--- config.mk ---
export PLATFORM = sky130hd
export DESIGN_NAME = pong_game_engine
export DESIGN_NICKNAME = d
export VERILOG_FILES = /design/src/rtl/pong_game_engine.sv
export SDC_FILE = /design/constraint.sdc
export NUM_CORES = 1
export LEC_CHECK = 0
export ABC_CLOCK_PERIOD_IN_PS = 3500
export BUFFER_PORTS_ARGS = -buffer_cell sky130_fd_sc_hd__buf_2
export CAP_MARGIN = 0
export CORE_ASPECT_RATIO = 1.5
export CORE_MARGIN = 10
export CORE_UTILIZATION = 50
export DETAILED_ROUTE_END_ITERATION = 16
export PLACE_DENSITY_LB_ADDON = 0.15
export SLEW_MARGIN = 0
export SYNTH_ARGS = -nofsm -noshare
export SYNTH_HDL_FRONTEND = slang
export SYNTH_SLANG_ARGS = --single-unit
--- constraint.sdc ---
create_clock -name clk25 -period 3.5 [get_ports clk25]
set_clock_uncertainty 0.15 [all_clocks]
set_input_delay 0.35 -clock clk25 [delete_from_list [all_inputs] [get_ports clk25]]
set_output_delay 0.35 -clock clk25 [all_outputs]
set_load 0.03 [all_outputs]
--- src/rtl/pong_game_engine.sv ---
// rtl/pong_game_engine.sv - Pong game core: encoder paddle, frame-rate ball motion, game FSM, 3:3:2 pixel colour
module pong_game_engine #(
    parameter int H_ACTIVE         = 640,
    parameter int V_ACTIVE         = 480,
    parameter int BORDER           = 4,
    parameter int PADDLE_W         = 120,
    parameter int PADDLE_Y         = 440,
    parameter int BALL_SIZE        = 8,
    parameter int PADDLE_STEP      = 4,
    parameter int BALL_STEP_MIN    = 2,
    parameter int BALL_STEP_MAX    = 6,
    parameter int HITS_PER_SPEEDUP = 8,
    parameter int MISS_FRAMES      = 63,
    parameter int LIVES            = 3
) (
    input  logic       clk25,
    input  logic       Reset,
    input  logic [9:0] xpos,
    input  logic [9:0] ypos,
    input  logic       rota,
    input  logic       rotb,
    input  logic       serve,
    output logic [2:0] red,
    output logic [2:0] green,
    output logic [1:0] blue,
    output logic [7:0] score,
    output logic [2:0] lives_left,
    output logic       game_over
);

    localparam logic [9:0] H_MAX      = 10'(H_ACTIVE);
    localparam logic [9:0] V_MAX      = 10'(V_ACTIVE);
    localparam logic [9:0] BRD        = 10'(BORDER);
    localparam logic [9:0] PAD_MAX    = 10'(H_ACTIVE - PADDLE_W);
    localparam logic [9:0] PAD_INIT   = 10'((H_ACTIVE - PADDLE_W) / 2);
    localparam logic [9:0] PAD_STEP   = 10'(PADDLE_STEP);
    localparam logic [9:0] PAD_WID    = 10'(PADDLE_W);
    localparam logic [9:0] PAD_TOP    = 10'(PADDLE_Y);
    localparam logic [9:0] PAD_BOT    = 10'(PADDLE_Y + 8);
    localparam logic [9:0] BSZ        = 10'(BALL_SIZE);
    localparam logic [9:0] BALL_X0    = 10'((H_ACTIVE - BALL_SIZE) / 2);
    localparam logic [9:0] BALL_Y0    = 10'((V_ACTIVE - BALL_SIZE) / 2);
    localparam logic [9:0] BALL_X_MAX = 10'(H_ACTIVE - BORDER - BALL_SIZE);
    localparam logic [9:0] BALL_Y_LIM = 10'(1023 - BALL_SIZE);
    localparam logic [2:0] SPD_MIN    = 3'(BALL_STEP_MIN);
    localparam logic [2:0] SPD_MAX    = 3'(BALL_STEP_MAX);
    localparam logic [7:0] HITS       = 8'(HITS_PER_SPEEDUP);
    localparam logic [7:0] MISS_T     = 8'(MISS_FRAMES);
    localparam logic [2:0] LIVES_INIT = 3'(LIVES);

    typedef enum logic [1:0] {S_SERVE, S_PLAY, S_MISS, S_OVER} state_t;

    state_t     state, state_nxt;
    logic [2:0] a_sr, b_sr;
    logic [9:0] paddle_x, ball_x, ball_y;
    logic       dir_x, dir_down;
    logic [2:0] speed;
    logic [7:0] hit_cnt, miss_timer;
    logic       bx_f, by_f, hit_f, miss_f;

    // ---------------- encoder and paddle ----------------
    logic enc_move, enc_up;
    assign enc_move = a_sr[2] ^ a_sr[1] ^ b_sr[2] ^ b_sr[1];
    assign enc_up   = a_sr[2] ^ b_sr[1];

    always_ff @(posedge clk25) begin
        if (Reset) begin
            a_sr     <= 3'd0;
            b_sr     <= 3'd0;
            paddle_x <= PAD_INIT;
        end else begin
            a_sr <= {a_sr[1:0], rota};
            b_sr <= {b_sr[1:0], rotb};
            if (enc_move) begin
                if (enc_up)
                    paddle_x <= (paddle_x >= PAD_MAX - PAD_STEP) ? PAD_MAX : paddle_x + PAD_STEP;
                else
                    paddle_x <= (paddle_x <= PAD_STEP) ? 10'd0 : paddle_x - PAD_STEP;
            end
        end
    end

    // ---------------- pixel terms ----------------
    logic visible, wall, bottom, paddle_px, ball_px, background, flash, tick;
    logic contact_x, contact_t;

    assign tick    = (xpos == 10'd0) && (ypos == V_MAX);
    assign visible = (xpos < H_MAX) && (ypos < V_MAX);
    assign wall    = visible & ((xpos < BRD) | (xpos >= H_MAX - BRD) | (ypos < BRD));
    assign bottom  = visible & (ypos >= V_MAX - BRD);

    // The ball is clamped flush against the walls, so contact is the first
    // pixel column/row just inside each wall.
    assign contact_x = visible & ((xpos <= BRD) | (xpos >= H_MAX - BRD - 10'd1));
    assign contact_t = visible & (ypos <= BRD);

    assign paddle_px = visible & (xpos >= paddle_x) & (xpos < paddle_x + PAD_WID)
                     & (ypos >= PAD_TOP) & (ypos < PAD_BOT);
    assign ball_px   = visible & (state != S_OVER)
                     & (xpos >= ball_x) & (xpos < ball_x + BSZ)
                     & (ypos >= ball_y) & (ypos < ball_y + BSZ);
    assign background = visible & ~(wall | paddle_px | ball_px);
    assign flash      = visible & ((state == S_MISS) | ((state == S_OVER) & ypos[4]));

    // ---------------- collision flags ----------------
    always_ff @(posedge clk25) begin
        if (Reset || tick) begin
            bx_f   <= 1'b0;
            by_f   <= 1'b0;
            hit_f  <= 1'b0;
            miss_f <= 1'b0;
        end else if (state == S_PLAY) begin
            if (ball_px & contact_x) bx_f <= 1'b1;
            if (ball_px & contact_t) by_f <= 1'b1;
            if (ball_px & paddle_px & dir_down) begin
                by_f  <= 1'b1;
                hit_f <= 1'b1;
            end
            if (ball_px & bottom) miss_f <= 1'b1;
        end
    end

    // ---------------- state machine ----------------
    logic go_play, do_step, do_miss, miss_done, restart;

    always_ff @(posedge clk25) begin
        if (Reset) state <= S_SERVE;
        else       state <= state_nxt;
    end

    always_comb begin
        state_nxt = state;
        go_play   = 1'b0;
        do_step   = 1'b0;
        do_miss   = 1'b0;
        miss_done = 1'b0;
        restart   = 1'b0;
        if (tick) begin
            case (state)
                S_SERVE: if (serve) begin
                    state_nxt = S_PLAY;
                    go_play   = 1'b1;
                end
                S_PLAY: if (miss_f) begin
                    do_miss   = 1'b1;
                    state_nxt = (lives_left == 3'd1) ? S_OVER : S_MISS;
                end else begin
                    do_step = 1'b1;
                end
                S_MISS: if (miss_timer <= 8'd1) begin
                    state_nxt = S_SERVE;
                    miss_done = 1'b1;
                end
                S_OVER: if (serve) begin
                    state_nxt = S_SERVE;
                    restart   = 1'b1;
                end
                default: state_nxt = S_SERVE;
            endcase
        end
    end

    assign game_over = (state == S_OVER);

    // ---------------- ball step ----------------
    logic        nxt_dir_x, nxt_dir_down;
    logic [9:0]  spd10, step_x, step_y;
    logic [10:0] x_sum, y_sum;

    assign nxt_dir_x    = dir_x ^ bx_f;
    assign nxt_dir_down = dir_down ^ by_f;
    assign spd10        = {7'd0, speed};
    assign x_sum        = {1'b0, ball_x} + {1'b0, spd10};
    assign y_sum        = {1'b0, ball_y} + {1'b0, spd10};

    always_comb begin
        step_x = ball_x;
        step_y = ball_y;
        if (nxt_dir_x)
            step_x = (x_sum > {1'b0, BALL_X_MAX}) ? BALL_X_MAX : x_sum[9:0];
        else
            step_x = (ball_x < BRD + spd10) ? BRD : ball_x - spd10;
        if (nxt_dir_down)
            step_y = (y_sum > {1'b0, BALL_Y_LIM}) ? BALL_Y_LIM : y_sum[9:0];
        else
            step_y = (ball_y < BRD + spd10) ? BRD : ball_y - spd10;
    end

    always_ff @(posedge clk25) begin
        if (Reset) begin
            ball_x     <= BALL_X0;
            ball_y     <= BALL_Y0;
            dir_x      <= 1'b1;
            dir_down   <= 1'b0;
            speed      <= SPD_MIN;
            score      <= 8'd0;
            lives_left <= LIVES_INIT;
            hit_cnt    <= 8'd0;
            miss_timer <= 8'd0;
        end else begin
            if (go_play) begin
                dir_x    <= 1'b1;
                dir_down <= 1'b0;
            end
            if (do_step) begin
                dir_x    <= nxt_dir_x;
                dir_down <= nxt_dir_down;
                ball_x   <= step_x;
                ball_y   <= step_y;
                if (hit_f) begin
                    if (score != 8'hFF) score <= score + 8'd1;
                    if (hit_cnt + 8'd1 >= HITS) begin
                        hit_cnt <= 8'd0;
                        speed   <= (speed >= SPD_MAX) ? SPD_MAX : speed + 3'd1;
                    end else begin
                        hit_cnt <= hit_cnt + 8'd1;
                    end
                end
            end
            if (do_miss) begin
                lives_left <= lives_left - 3'd1;
                miss_timer <= MISS_T;
            end
            if (tick && state == S_MISS && miss_timer != 8'd0)
                miss_timer <= miss_timer - 8'd1;
            if (miss_done || restart) begin
                ball_x  <= BALL_X0;
                ball_y  <= BALL_Y0;
                speed   <= SPD_MIN;
                hit_cnt <= 8'd0;
            end
            if (restart) begin
                score      <= 8'd0;
                lives_left <= LIVES_INIT;
            end
        end
    end

    // ---------------- registered colour ----------------
    always_ff @(posedge clk25) begin
        if (Reset) begin
            red   <= 3'd0;
            green <= 3'd0;
            blue  <= 2'd0;
        end else begin
            red   <= {flash | wall | paddle_px, 2'b00};
            green <= {~flash & (wall | paddle_px | ball_px), 2'b00};
            blue  <= {~flash & (wall | ball_px), background & (xpos[5] ^ ypos[5])};
        end
    end

endmodule

==> impl_metrics.py <==
metrics = {
    "status": {
        "status": "complete, no violations",
    },
    "placement": {
        "portBuffers": 40,
        "dp_hpwl_um": 16300,
        "place_congestion": 0.946,
        "placedCellCount": 1051,
        "dpl_cell_area_um2": 7310,
    },
    "sta": {
        "grt_setup_unrepaired": "no",
        "fin_crit_sh": 0.901,
        "fin_crit_ns": 3.15,
        "finalSetupTns_ns": 0,
        "fmax_mhz": 317,
        "tightest_slew_ns": 0.863,
        "setup_violations": 0,
        "slew_headroom": 0.419,
        "drv_slew": 0,
        "hold_violations": 0,
    },
    "logic_synthesis": {
        "ys_seq_area_frac": 0.220,
        "syn_area_um2": 6920,
        "netlist_instances": 859,
        "ys_types": 88,
        "syn_area_per_cell_um2": 8.06,
        "synth_flop_cell": "dfxtp_1",
        "ys_warn_count": 0,
        "async_reset_ff_frac": 0,
        "synth_seq_cells": 76,
        "synth_edf_count": 0,
    },
    "grt": {
        "grt-ovfl-total": 0,
        "grt_pass1_wl_um": 33400,
        "grt_max_degree": 29,
        "antenna_found_initial": 1,
        "grt_pass1_vias": 6784,
        "grt_use_total": 0.218,
    },
    "die": {
        "dieArea_um2": 19000,
        "core_um2": 13500,
        "die_y_um": 164,
        "ioPinCount": 45,
        "chipWidth_um": 116,
        "initial_core_util": 0.511,
        "fp-row-count": 52,
    },
    "cts": {
        "cts_hold_buf": 0,
        "clockBufferDepth": 2,
        "clk_latency_ns": 0.35,
        "cts_max_level": 3,
        "numCtsBuffers": 9,
        "cts_root_buf": "clkbuf_16",
        "clk_pin_slew_ns": 0.06,
        "cts_sinks": 76,
        "postCtsResizedCells": 0,
        "cts_setup_buffers": 0,
        "tritoncts": "built",
    },
    "final_layout": {
        "nNetsFinal": 1012,
        "area_growth_pct": 10.2,
        "register_area_um2": 1520,
        "final_common_cell": "ha_1",
        "multi_input_area_um2": 4970,
        "final.fill_count": 1274,
        "fin_cells": 1068,
        "final_design_area_no_fill_um2": 7630,
        "drive_gt1_frac": 0.128,
        "mostFrequentLayoutCells": "ha_1, dfxtp_1, nor2_1",
    },
    "drt": {
        "first_iter_violations": 614,
        "drt-pass1-iter-count": 5,
        "drc": 0,
        "wl_um": 20700,
        "via_count": 6889,
        "postRouteAntennaNets": 0,
        "via_per_inst": 6.45,
        "wl_per_cell_um": 19.3,
    },
    "setup_path": {
        "worstSetupEndpointType": "flip-flop",
        "start_kind": "flip-flop",
        "path_max_fanout": 9,
        "path_class": "reg -> reg",
        "cp.arrival_ns": 3.25,
        "cp.required_ns": 3.60,
    },
    "pwr": {
        "leakage_uw": 0.00308,
        "powerDensity_nw_per_um2": 298,
        "ir_drop_mv": 0.196,
        "power_uw": 2270,
    },
    "min_path": {
        "hold_path.class": "in -> reg",
    },
    "job": {
        "cap_violations": 0,
    },
}
cells by family (layout without fill, tap and decap cells):
kind of cell	count (synthesis)	after routing	share of synthesized area
AOI/OAI and AO/OA	252	252	0.257
xor gates and xnor gates	40	40	0.0506
adders and majority gates	87	87	0.162
buffers and inverters	94	137	0.0651
DFF	76	76	0.220
muxes	11	11	0.0163
other	1	5	0.000542
and+or+nand+nor	298	298	0.229
critical path, stage by stage (launching register included):
cell	delay (ns)
dfxtp_1	0.47
inv_1	0.23
fa_1	0.53
o21ba_2	0.32
or3_1	0.32
a21o_1	0.19
a311oi_1	0.25
buf_4	0.19
o31ai_1	0.09
a221oi_1	0.32
final timing paths:
kind | start | to | slack [ns] | cells after the start
setup / recovery | speed[1] | ball_y[8] | 0.35 | 9
hold reg to reg | a_sr[0] | a_sr[1] | 0.30 | 1
hold / removal | rotb | b_sr[0] | 0.08 | 2
setup reg to reg | speed[1] | ball_y[8] | 0.35 | 9
where the power goes:
group | internal, uW | switching, uW | total (uW)
Sequential | 878 | 16.6 | 895
Clock | 629 | 408 | 1040
Combinational | 136 | 203 | 339
Total | 1640 | 628 | 2270
synthesized netlist by cell type, drive strengths merged (13+ instances only):
library cell | instances | area, um^2
dfxtp | 76 | 1520
clkbuf | 24 | 110
a211oi | 20 | 150
nand2 | 50 | 190
nand3 | 28 | 140
o211ai | 14 | 105
inv | 53 | 199
buf | 15 | 134
nand2b | 16 | 100
nor2 | 58 | 220
a21oi | 50 | 250
nor4 | 20 | 131
and2 | 13 | 83.8
ha | 83 | 1040
xnor2 | 29 | 254
nor3 | 35 | 180
o21ai | 49 | 245
and3 | 14 | 87.6
a31oi | 15 | 93.8
flip-flops by register name, summed over array words and instances (netlist names), 3 cells and up:
register and cells:
score 8, ball_y 10, hit_cnt 8, b_sr 3
paddle_x 8, ball_x 10, miss_timer 8, speed 3
lives_left 3, a_sr 3
area by class of cell:
cell class | count | share of cell area
antenna | 1 | 0.000328
clock buffer | 9 | 0.0295
clock inverter | 7 | 0.0126
inverter | 55 | 0.0271
multi-input combinational | 692 | 0.651
sequential | 76 | 0.199
tap | 162 | 0.0266
timing repair buffer | 66 | 0.0535
routing by layer:
metal  GRT usage  vias up  wire (um)
met2       0.390      237      10700
li1            -     3297          -
met5           0        -          0
met4       0.132        0        924
met3      0.0332       75       1020
met1       0.234     3280       8040
metrics by stage:
stage | utilization | worst slack [ns] | hold slack, ns
6_report | 0.564 | 0.346 | 0.0833
5_1_grt | 0.564 | 0.105 | 0.0914
4_1_cts | 0.564 | 0.325 | 0.0811
3_5_place_dp | 0.540 | 0.280 | 0.290
3_3_place_gp | 0.540 | 0.397 | 0.278
2_1_floorplan | - | 0.545 | 0.264
Note: power is estimated with default switching activity, not from simulation.
